File: src/rtl/dmi_access_ctrl.sv
// dmi_access_ctrl: DMIACCESS data register and DMI request/response sequencer in the TCK domain.
// Optional response watchdog enabled by defining DMI_TIMEOUT_EN.
module dmi_access_ctrl #(
    parameter int ABITS          = 7,
    parameter int DATA_W         = 32,
    parameter int TIMEOUT_CYCLES = 255
) (
    input  logic              tck_i,
    input  logic              trst_ni,
    input  logic              dmi_access_i,
    input  logic              capture_dr_i,
    input  logic              shift_dr_i,
    input  logic              update_dr_i,
    input  logic              dmi_tdi_i,
    output logic              dmi_tdo_o,
    input  logic              dmi_reset_i,
    output logic [1:0]        dmi_error_o,
    output logic              dmi_req_valid_o,
    input  logic              dmi_req_ready_i,
    output logic [ABITS-1:0]  dmi_req_addr_o,
    output logic [1:0]        dmi_req_op_o,
    output logic [DATA_W-1:0] dmi_req_data_o,
    input  logic              dmi_resp_valid_i,
    output logic              dmi_resp_ready_o,
    input  logic [DATA_W-1:0] dmi_resp_data_i,
    input  logic [1:0]        dmi_resp_resp_i
);
    localparam int W = ABITS + DATA_W + 2;

    typedef enum logic [1:0] {IDLE, REQ, WAIT} state_t;

    state_t              state;
    logic [W-1:0]        dr;
    logic [ABITS-1:0]    addr_q;
    logic [DATA_W-1:0]   data_q;
    logic [1:0]          op_q;
    logic [1:0]          error_q;
    logic                req_valid;
    logic                resp_ready;
    logic                capture;
    logic                shift;
    logic                update;
    logic                busy;
    logic                resp_done;
    logic                start;
    logic                timeout;
    logic [1:0]          err_new;

`ifdef DMI_TIMEOUT_EN
    localparam int CW = $clog2(TIMEOUT_CYCLES + 1);
    logic [CW-1:0] cnt;
    assign timeout = (state == WAIT) && !dmi_resp_valid_i && (cnt == CW'(TIMEOUT_CYCLES - 1));
`else
    assign timeout = 1'b0;
`endif

    assign dmi_tdo_o        = dr[0];
    assign dmi_error_o      = error_q;
    assign dmi_req_valid_o  = req_valid;
    assign dmi_resp_ready_o = resp_ready;
    assign dmi_req_addr_o   = addr_q;
    assign dmi_req_op_o     = op_q;
    assign dmi_req_data_o   = data_q;

    // Decode TAP strobes and the error a cycle would raise (busy beats response beats timeout).
    always_comb begin
        capture   = capture_dr_i & dmi_access_i;
        shift     = shift_dr_i & dmi_access_i;
        update    = update_dr_i & dmi_access_i;
        busy      = state != IDLE;
        resp_done = (state == WAIT) && dmi_resp_valid_i;
        start     = update && !busy && error_q == 2'd0 && (dr[1:0] == 2'd1 || dr[1:0] == 2'd2);
        err_new   = (busy && (capture || update)) ? 2'd3 :
                    resp_done                     ? dmi_resp_resp_i :
                    timeout                       ? 2'd2 : 2'd0;
    end

    // Data register, sticky error and request/response FSM with registered handshake outputs.
    always_ff @(posedge tck_i) begin
        if (!trst_ni) begin
            state      <= IDLE;
            dr         <= '0;
            addr_q     <= '0;
            data_q     <= '0;
            op_q       <= '0;
            error_q    <= '0;
            req_valid  <= 1'b0;
            resp_ready <= 1'b1;
`ifdef DMI_TIMEOUT_EN
            cnt        <= '0;
`endif
        end else begin
            if (capture)
                dr <= {addr_q, data_q, busy ? 2'd3 : error_q};
            else if (shift)
                dr <= {dmi_tdi_i, dr[W-1:1]};
            if (dmi_reset_i)
                error_q <= 2'd0;
            else if (error_q == 2'd0)
                error_q <= err_new;
            case (state)
                IDLE: if (start) begin
                    addr_q     <= dr[W-1 -: ABITS];
                    op_q       <= dr[1:0];
                    if (dr[1:0] == 2'd2)
                        data_q <= dr[DATA_W+1:2];
                    state      <= REQ;
                    req_valid  <= 1'b1;
                    resp_ready <= 1'b0;
                end
                REQ: if (dmi_req_ready_i) begin
                    state      <= WAIT;
                    req_valid  <= 1'b0;
                    resp_ready <= 1'b1;
`ifdef DMI_TIMEOUT_EN
                    cnt        <= '0;
`endif
                end
                WAIT: begin
`ifdef DMI_TIMEOUT_EN
                    cnt <= cnt + 1'b1;
`endif
                    if (resp_done) begin
                        if (op_q == 2'd1)
                            data_q <= dmi_resp_data_i;
                        state <= IDLE;
                    end else if (timeout) begin
                        state <= IDLE;
                    end
                end
                default: state <= IDLE;
            endcase
        end
    end
endmodule

File: config.mk
export PLATFORM = sky130hd
export DESIGN_NAME = dmi_access_ctrl
export DESIGN_NICKNAME = d
export VERILOG_FILES = /design/src/rtl/dmi_access_ctrl.sv
export SDC_FILE = /design/constraint.sdc
export NUM_CORES = 1
export LEC_CHECK = 0
export BUFFER_PORTS_ARGS = -buffer_cell sky130_fd_sc_hd__buf_2
export CORE_UTILIZATION = 44
export CTS_CLUSTER_DIAMETER = 50
export DETAILED_ROUTE_END_ITERATION = 6
export PLACE_DENSITY = 0.67
export SYNTH_ARGS = -nofsm -noshare
export SYNTH_HDL_FRONTEND = slang
export SYNTH_SLANG_ARGS = --single-unit
File: constraint.sdc
create_clock -name tck_i -period 1.9 [get_ports tck_i]
set_input_delay 0.57 -clock tck_i [delete_from_list [all_inputs] [get_ports tck_i]]
set_output_delay 0.57 -clock tck_i [all_outputs]
set_load 0.02 [all_outputs]
==> impl_metrics.csv, run 1 <==
group,metric,value,unit
outcome,status,"finished, final reports clean",
setup_path,r2r_slack,120,ps
clock_network,clk_latency,340,ps
power_and_ir_drop,p_int,2.72,mW
setup_path,cp.arrival,2050,ps
power_and_ir_drop,total_leakage_power,2.28,nW
timing,setup_slack,121,ps
clock_network,numCtsBuffers,9,
clock_network,post_cts_buffers,0,
route,post_drt_wl_per_cell,14.3,um
finish,stdcell_count,712,
timing,skew,7.36,ps
finish,multiInputGateArea,0.00218,mm^2
clock_network,cts-root-buf,"clkbuf_8",
setup_path,cp-end-kind,"flop",
grt,antenna_found_initial,1,
place,placed_area,0.00475,mm^2
power_and_ir_drop,p_sw,0.902,mW
setup_path,worst_r2r_endpoint,"dmi_req_data_o[20]$_SDFFE_PN0P_",
timing,hold_violations,0,
clock_network,cts.sink_count,88,
timing,rsz0062_at_grt,"false",
floorplan,initial_utilization,45.2,%
logic_synthesis,syn_area_per_cell,7.95,um^2
timing,layout_worst_path_cycle_share,93.6,%
timing,fin_hold_ws,468,ps
timing,drv_slew,0,
setup_path,worst-path-buf-inv,2,
timing,relSlewSlack,72.4,%
route,first_pass_iters,7,
finish,drive_gt1_share,26.6,%
finish,regArea,0.00176,mm^2
power_and_ir_drop,swShare,24.9,%
floorplan,core_area,0.00920,mm^2
logic_synthesis,synthesis.nets,568,
grt,grt.total_usage,21.5,%
power_and_ir_drop,combPwrFrac,11.3,%
setup_path,crit_path_start_kind,"flop",
setup_path,path_depth,7,
setup_path,rr_startpoint,"dr[0]$_SDFFE_PN0P_",
place,placedCellCount,697,
floorplan,ios,90,
route,antenna_left,0,
setup_path,critical-path-max-stage-delay,380,ps
setup_path,r2r_cells,7,
floorplan,die_h,99.2,um
timing,finalSetupViolCount,0,
power_and_ir_drop,seqPwrFrac,53.9,%
grt,grt_pass1_wl,17100,um
floorplan,rows,35,
finish,design_area,0.00494,mm^2
finish,fin_nets,642,
finish,fin_util,53.7,%
setup_path,critPathTopFamily,"flip-flops",
floorplan,die_area,0.00985,mm^2
floorplan,die_x,99.2,um
clock_network,path_clk_slew,80,ps
place,io_buffer_count,89,
logic_synthesis,synth-warning-count,0,
clock_network,cts_resized,0,
timing,finalCriticalPeriod,1780,ps
finish,mostFrequentLayoutCells,"nand2_1 (117), dfxtp_1 (88), buf_2 (88)",
logic_synthesis,synth_cell_type_count,29,
worst_hold_path,hold_class,"reg2reg",
clock_network,postCtsHoldBufs,0,
logic_synthesis,yosysSeqAreaShare,42.3,%
setup_path,startpoint,"dr[0]$_SDFFE_PN0P_",
power_and_ir_drop,clkPwrFrac,34.8,%
run,drv_cap,0,
route,drc,0,
finish,fillCellCount,881,
setup_path,path_class,"reg2reg",
clock_network,cts_tree,"yes",
grt,grt_max_degree,50,
route,routed_via_density,5.38,
timing,fmaxAchievable,0.562,GHz
place,place_hpwl,6860,um
setup_path,endpoint,"dmi_req_data_o[20]$_SDFFE_PN0P_",
clock_network,clock_path_buffers,2,
route,first_iter_violations,233,
finish,n_antenna_cell,0,
setup_path,slowest_stage,"dfxtp_1",
finish,mostFrequentLayoutCell,"nand2_1",
logic_synthesis,netlist_instances,523,
place,pre_cts_slack,98.5,ps
logic_synthesis,yosys_register_bits,88,
power_and_ir_drop,power_density,733,mW/mm^2
setup_path,critPathMaxFanout,13,
timing,tns,0,ps
place,routabilityCongestion,0.779,
logic_synthesis,syn_area,0.00416,mm^2
power_and_ir_drop,max-vdd-ir-drop,0.000364,V
route,via_count,3830,
grt,grt-ovfl-total,0,
grt,grt_pass1_vias,3561,
setup_path,worstPathCellList,"inv_1 > ha_1 > and4bb_2 > nand3_1 > o21a_2 > buf_4 > mux2i_1",
route,totalWireLength,10200,um
setup_path,cp_data_required_time,2170,ps
timing,worst_pin_slew,414,ps
finish,syn_to_final_growth,18.6,%
power_and_ir_drop,power,3.62,mW
clock_network,h-tree-depth,3,
state kept, by name, summed over array words and instances, names as in the netlist:
name,count
dmi_resp_ready_o,1
dmi_req_op_o,2
dr,41
dmi_req_data_o,32
dmi_error_o,2
dmi_req_valid_o,1
state,2
dmi_req_addr_o,7
power groups by stage:
stage	registers (mW)	clock network [mW]	logic, mW
after floorplan	1.98	0	0.274
after global placement	1.99	0	0.396
after detailed placement	1.99	0	0.407
after CTS	1.95	1.29	0.409
after global routing	1.96	1.37	0.463
final	1.95	1.26	0.409
cell type report:
| type | instances | share of cell area [%] |
|---|---|---|
| clock buffers | 11 | 2.86 |
| clock inverters | 4 | 0.913 |
| flip-flops and latches | 88 | 35.7 |
| repair buffers | 109 | 13.4 |
| multi-input cells | 386 | 44.1 |
| well taps | 111 | 2.81 |
| inverters | 3 | 0.228 |
worst register-to-register path, cell delays in order, from the launching register on:
cell and delay [ps]:
dfxtp_1 380, inv_1 60, ha_1 270, and4bb_2 250, nand3_1 80, o21a_2 160, buf_4 270, mux2i_1 250
worst min path at each step:
stage	startpoint	endpoint	slack, ps	cells past startpoint
floorplan	dr[38]$_SDFFE_PN0P_	dmi_req_addr_o[4]$_SDFFE_PN0P_	460	2
global placement	dmi_resp_ready_o$_SDFFE_PN1P_	dmi_resp_ready_o$_SDFFE_PN1P_	430	1
detailed placement	dmi_resp_ready_o$_SDFFE_PN1P_	dmi_resp_ready_o$_SDFFE_PN1P_	450	1
CTS	dmi_resp_ready_o$_SDFFE_PN1P_	dmi_resp_ready_o$_SDFFE_PN1P_	470	1
global route	dmi_reset_i	dmi_error_o[0]$_SDFFE_PP0N_	480	3
finish	dmi_resp_ready_o$_SDFFE_PN1P_	dmi_resp_ready_o$_SDFFE_PN1P_	470	1
cell usage after synthesis (all sizes together):
library cell  instances  area, um^2
a21oi                42         210
and2                  1        6.26
and2b                 1        7.51
a21boi               10        75.1
o21a                  5        37.5
a21o                  1        7.51
nor2b                 2        12.5
nand3                11        55.1
a31oi                 2        12.5
nand2               117         439
inv                   3        11.3
and4bb                1        12.5
mux2i                32         320
nor4                  1        6.26
o21ai                78         390
nor2                 42         158
nor3b                 1        7.51
o221a                 1        11.3
dfxtp                88        1760
ha                    1        12.5
mux2                 32         360
buf                  12        85.1
clkbuf               34         128
o22ai                 3        18.8
or3b                  1        8.76
nor3                  1        5.00
cell families (layout without fill, tap and decap cells):
kind of cell | Yosys count | in the layout | synth area share (%)
AND/OR/NAND/NOR | 179 | 179 | 17.3
buffers and inverters | 49 | 127 | 5.38
adder cells (fa/ha/maj) | 1 | 1 | 0.301
multiplexers | 64 | 64 | 16.4
flip-flops | 88 | 88 | 42.3
AO/OA/AOI/OAI | 142 | 142 | 18.3
metal layers:
layer  part of all wire [%]  global-route usage [%]
met1                     47                    29.6
met2                     46                    34.1
met3                    5.9                    4.92
met4                    1.1                    5.43
met5                   0.17                       0
(Power assumes the default switching activity.)
==> run 2: changes to the inputs <==
--- a/config.mk
+++ b/config.mk
@@ -10,6 +10,7 @@
 export CTS_CLUSTER_DIAMETER = 50
 export DETAILED_ROUTE_END_ITERATION = 6
 export PLACE_DENSITY = 0.67
+export SETUP_SLACK_MARGIN = 0.4
 export SYNTH_ARGS = -nofsm -noshare
 export SYNTH_HDL_FRONTEND = slang
 export SYNTH_SLANG_ARGS = --single-unit
==> run 2 against run 1 <==
Via count is 1.7% higher. Count of clock-buffer cells in the layout down 1. Cell area is 5.2% higher. Clock power fell by 3%. Final cell count increased by 0.98%. Hold slack improved by 8.4 ps. Largest cell class unchanged.
==> impl_metrics.csv, run 2 (synthesized netlist as in run 1, its figures left out) <==
group,metric,value,unit
floorplan,core_area,0.00920,mm^2
timing,rsz0062_at_grt,"true",
timing,hold_violations,0,
timing,layout_worst_path_cycle_share,85.6,%
worst_hold_path,hold_class,"in2reg",
timing,drv_slew,0,
floorplan,ios,90,
clock_network,postCtsHoldBufs,0,
floorplan,die_area,0.00985,mm^2
finish,syn_to_final_growth,24.8,%
finish,top_register,"dr",
route,drc,0,
clock_network,clk_latency,340,ps
clock_network,clock_path_buffers,2,
power_and_ir_drop,max-vdd-ir-drop,0.000460,V
timing,skew,11.2,ps
clock_network,cts.sink_count,88,
route,totalWireLength,10900,um
power_and_ir_drop,total_leakage_power,2.37,nW
setup_path,path_class,"reg2reg",
floorplan,rows,35,
timing,relSlewSlack,71.4,%
floorplan,die_h,99.2,um
power_and_ir_drop,power_density,692,mW/mm^2
setup_path,critPathMaxFanout,6,
power_and_ir_drop,p_sw,0.913,mW
timing,worst_pin_slew,430,ps
outcome,status,"finished, final reports clean",
grt,grt-ovfl-total,0,
timing,finalCriticalPeriod,1630,ps
clock_network,numCtsBuffers,9,
setup_path,critical-path-max-stage-delay,350,ps
clock_network,h-tree-depth,3,
finish,drive_gt1_share,30.1,%
floorplan,initial_utilization,45.2,%
run,drv_cap,0,
grt,grt_pass1_vias,3538,
grt,grt_max_degree,72,
grt,grt_pass1_wl,17800,um
finish,mostFrequentLayoutCell,"nand2_1",
power_and_ir_drop,power,3.59,mW
clock_network,path_clk_slew,80,ps
setup_path,cp-end-kind,"flop",
setup_path,cp_data_required_time,2130,ps
timing,tns,0,ps
timing,fmaxAchievable,0.615,GHz
place,io_buffer_count,89,
setup_path,crit_path_start_kind,"flop",
clock_network,cts_tree,"yes",
finish,largest_reg_flops,41,
finish,n_antenna_cell,0,
route,first_pass_iters,4,
power_and_ir_drop,seqPwrFrac,54.3,%
power_and_ir_drop,combPwrFrac,11.7,%
setup_path,worstPathCellList,"inv_2 > ha_4 > and4bb_2 > nand3_2 > o21a_4 > buf_4 > buf_12 > mux2i_2",
setup_path,slowest_stage,"dfxtp_4",
place,routabilityCongestion,0.808,
grt,antenna_found_initial,0,
route,via_count,3894,
power_and_ir_drop,clkPwrFrac,33.9,%
finish,mostFrequentLayoutCells,"nand2_1 (116), dfxtp_1 (79), o21ai_0 (78)",
place,place_hpwl,6940,um
route,routed_via_density,5.42,
route,antenna_left,0,
timing,finalSetupViolCount,0,
route,post_drt_wl_per_cell,15.2,um
setup_path,cp.arrival,1860,ps
clock_network,cts-root-buf,"clkbuf_8",
power_and_ir_drop,swShare,25.4,%
grt,grt.total_usage,22.3,%
floorplan,die_x,99.2,um
finish,fin_nets,650,
route,first_iter_violations,235,
power_and_ir_drop,p_int,2.68,mW
## run 2: final cells by class
class	instances	area, um^2
Sequential cell	88	1780
Clock inverter	4	47.5
Multi-Input combinational cell	386	2230
Inverter	3	11.3
Fill cell	864	4010
Clock buffer	10	128
Tap cell	111	139
Timing Repair Buffer	117	863
## run 2: final timing paths
check	end	cells past startpoint	from	slack (ps)
worst max-delay path	dmi_req_data_o[5]$_SDFFE_PN0P_	8	dr[0]$_SDFFE_PN0P_	270
worst min-delay path	dmi_error_o[0]$_SDFFE_PP0N_	3	dmi_reset_i	480
worst max register to register	dmi_req_data_o[5]$_SDFFE_PN0P_	8	dr[0]$_SDFFE_PN0P_	270
worst min register to register	dmi_resp_ready_o$_SDFFE_PN1P_	1	dmi_resp_ready_o$_SDFFE_PN1P_	480
## run 2: worst max-delay path: cells and delay by family, from the launching register on
family / cells / cell delay [ps]
AOI/OAI and AO/OA: 1 / 140
adders and majority gates: 1 / 180
buffers and inverters: 3 / 330
DFF: 1 / 350
muxes: 1 / 140
and+or+nand+nor: 2 / 370
## run 2: power groups by stage
| stage | registers, mW | logic, mW | clock network, mW |
|---|---|---|---|
| global route | 1.96 | 0.472 | 1.33 |
| detailed placement | 1.99 | 0.406 | 0 |
| floorplan | 1.98 | 0.278 | 0 |
| global placement | 1.99 | 0.396 | 0 |
| CTS | 1.95 | 0.414 | 1.24 |
| finish | 1.95 | 0.422 | 1.22 |
## run 2: timing repair
action                     CTS  global route
setup endpoints to repair   45            60
buffers inserted             5             1
resized for setup           14            24
cloned                       3             1
pin swaps                    1             2
## run 2: stage by stage
step	util (%)	std cells	hold WS (ps)	area (um^2)	setup slack, ps
CTS	55.4	717	467	5100	285
global placement	51.7	695	439	4750	208
finish	56.4	719	476	5190	273
detailed placement	51.7	695	464	4750	165
global route	56.4	719	476	5190	228
floorplan	-	523	462	4200	304
## run 2: routing by layer
| metal | GRT usage [%] | vias up | share of wire, % |
|---|---|---|---|
| met1 | 31.6 | 1846 | 48 |
| met5 | 0 | - | 0 |
| li1 | - | 1934 | - |
| met4 | 3.62 | 0 | 0.23 |
| met3 | 5.20 | 4 | 6.0 |
| met2 | 35.1 | 110 | 46 |
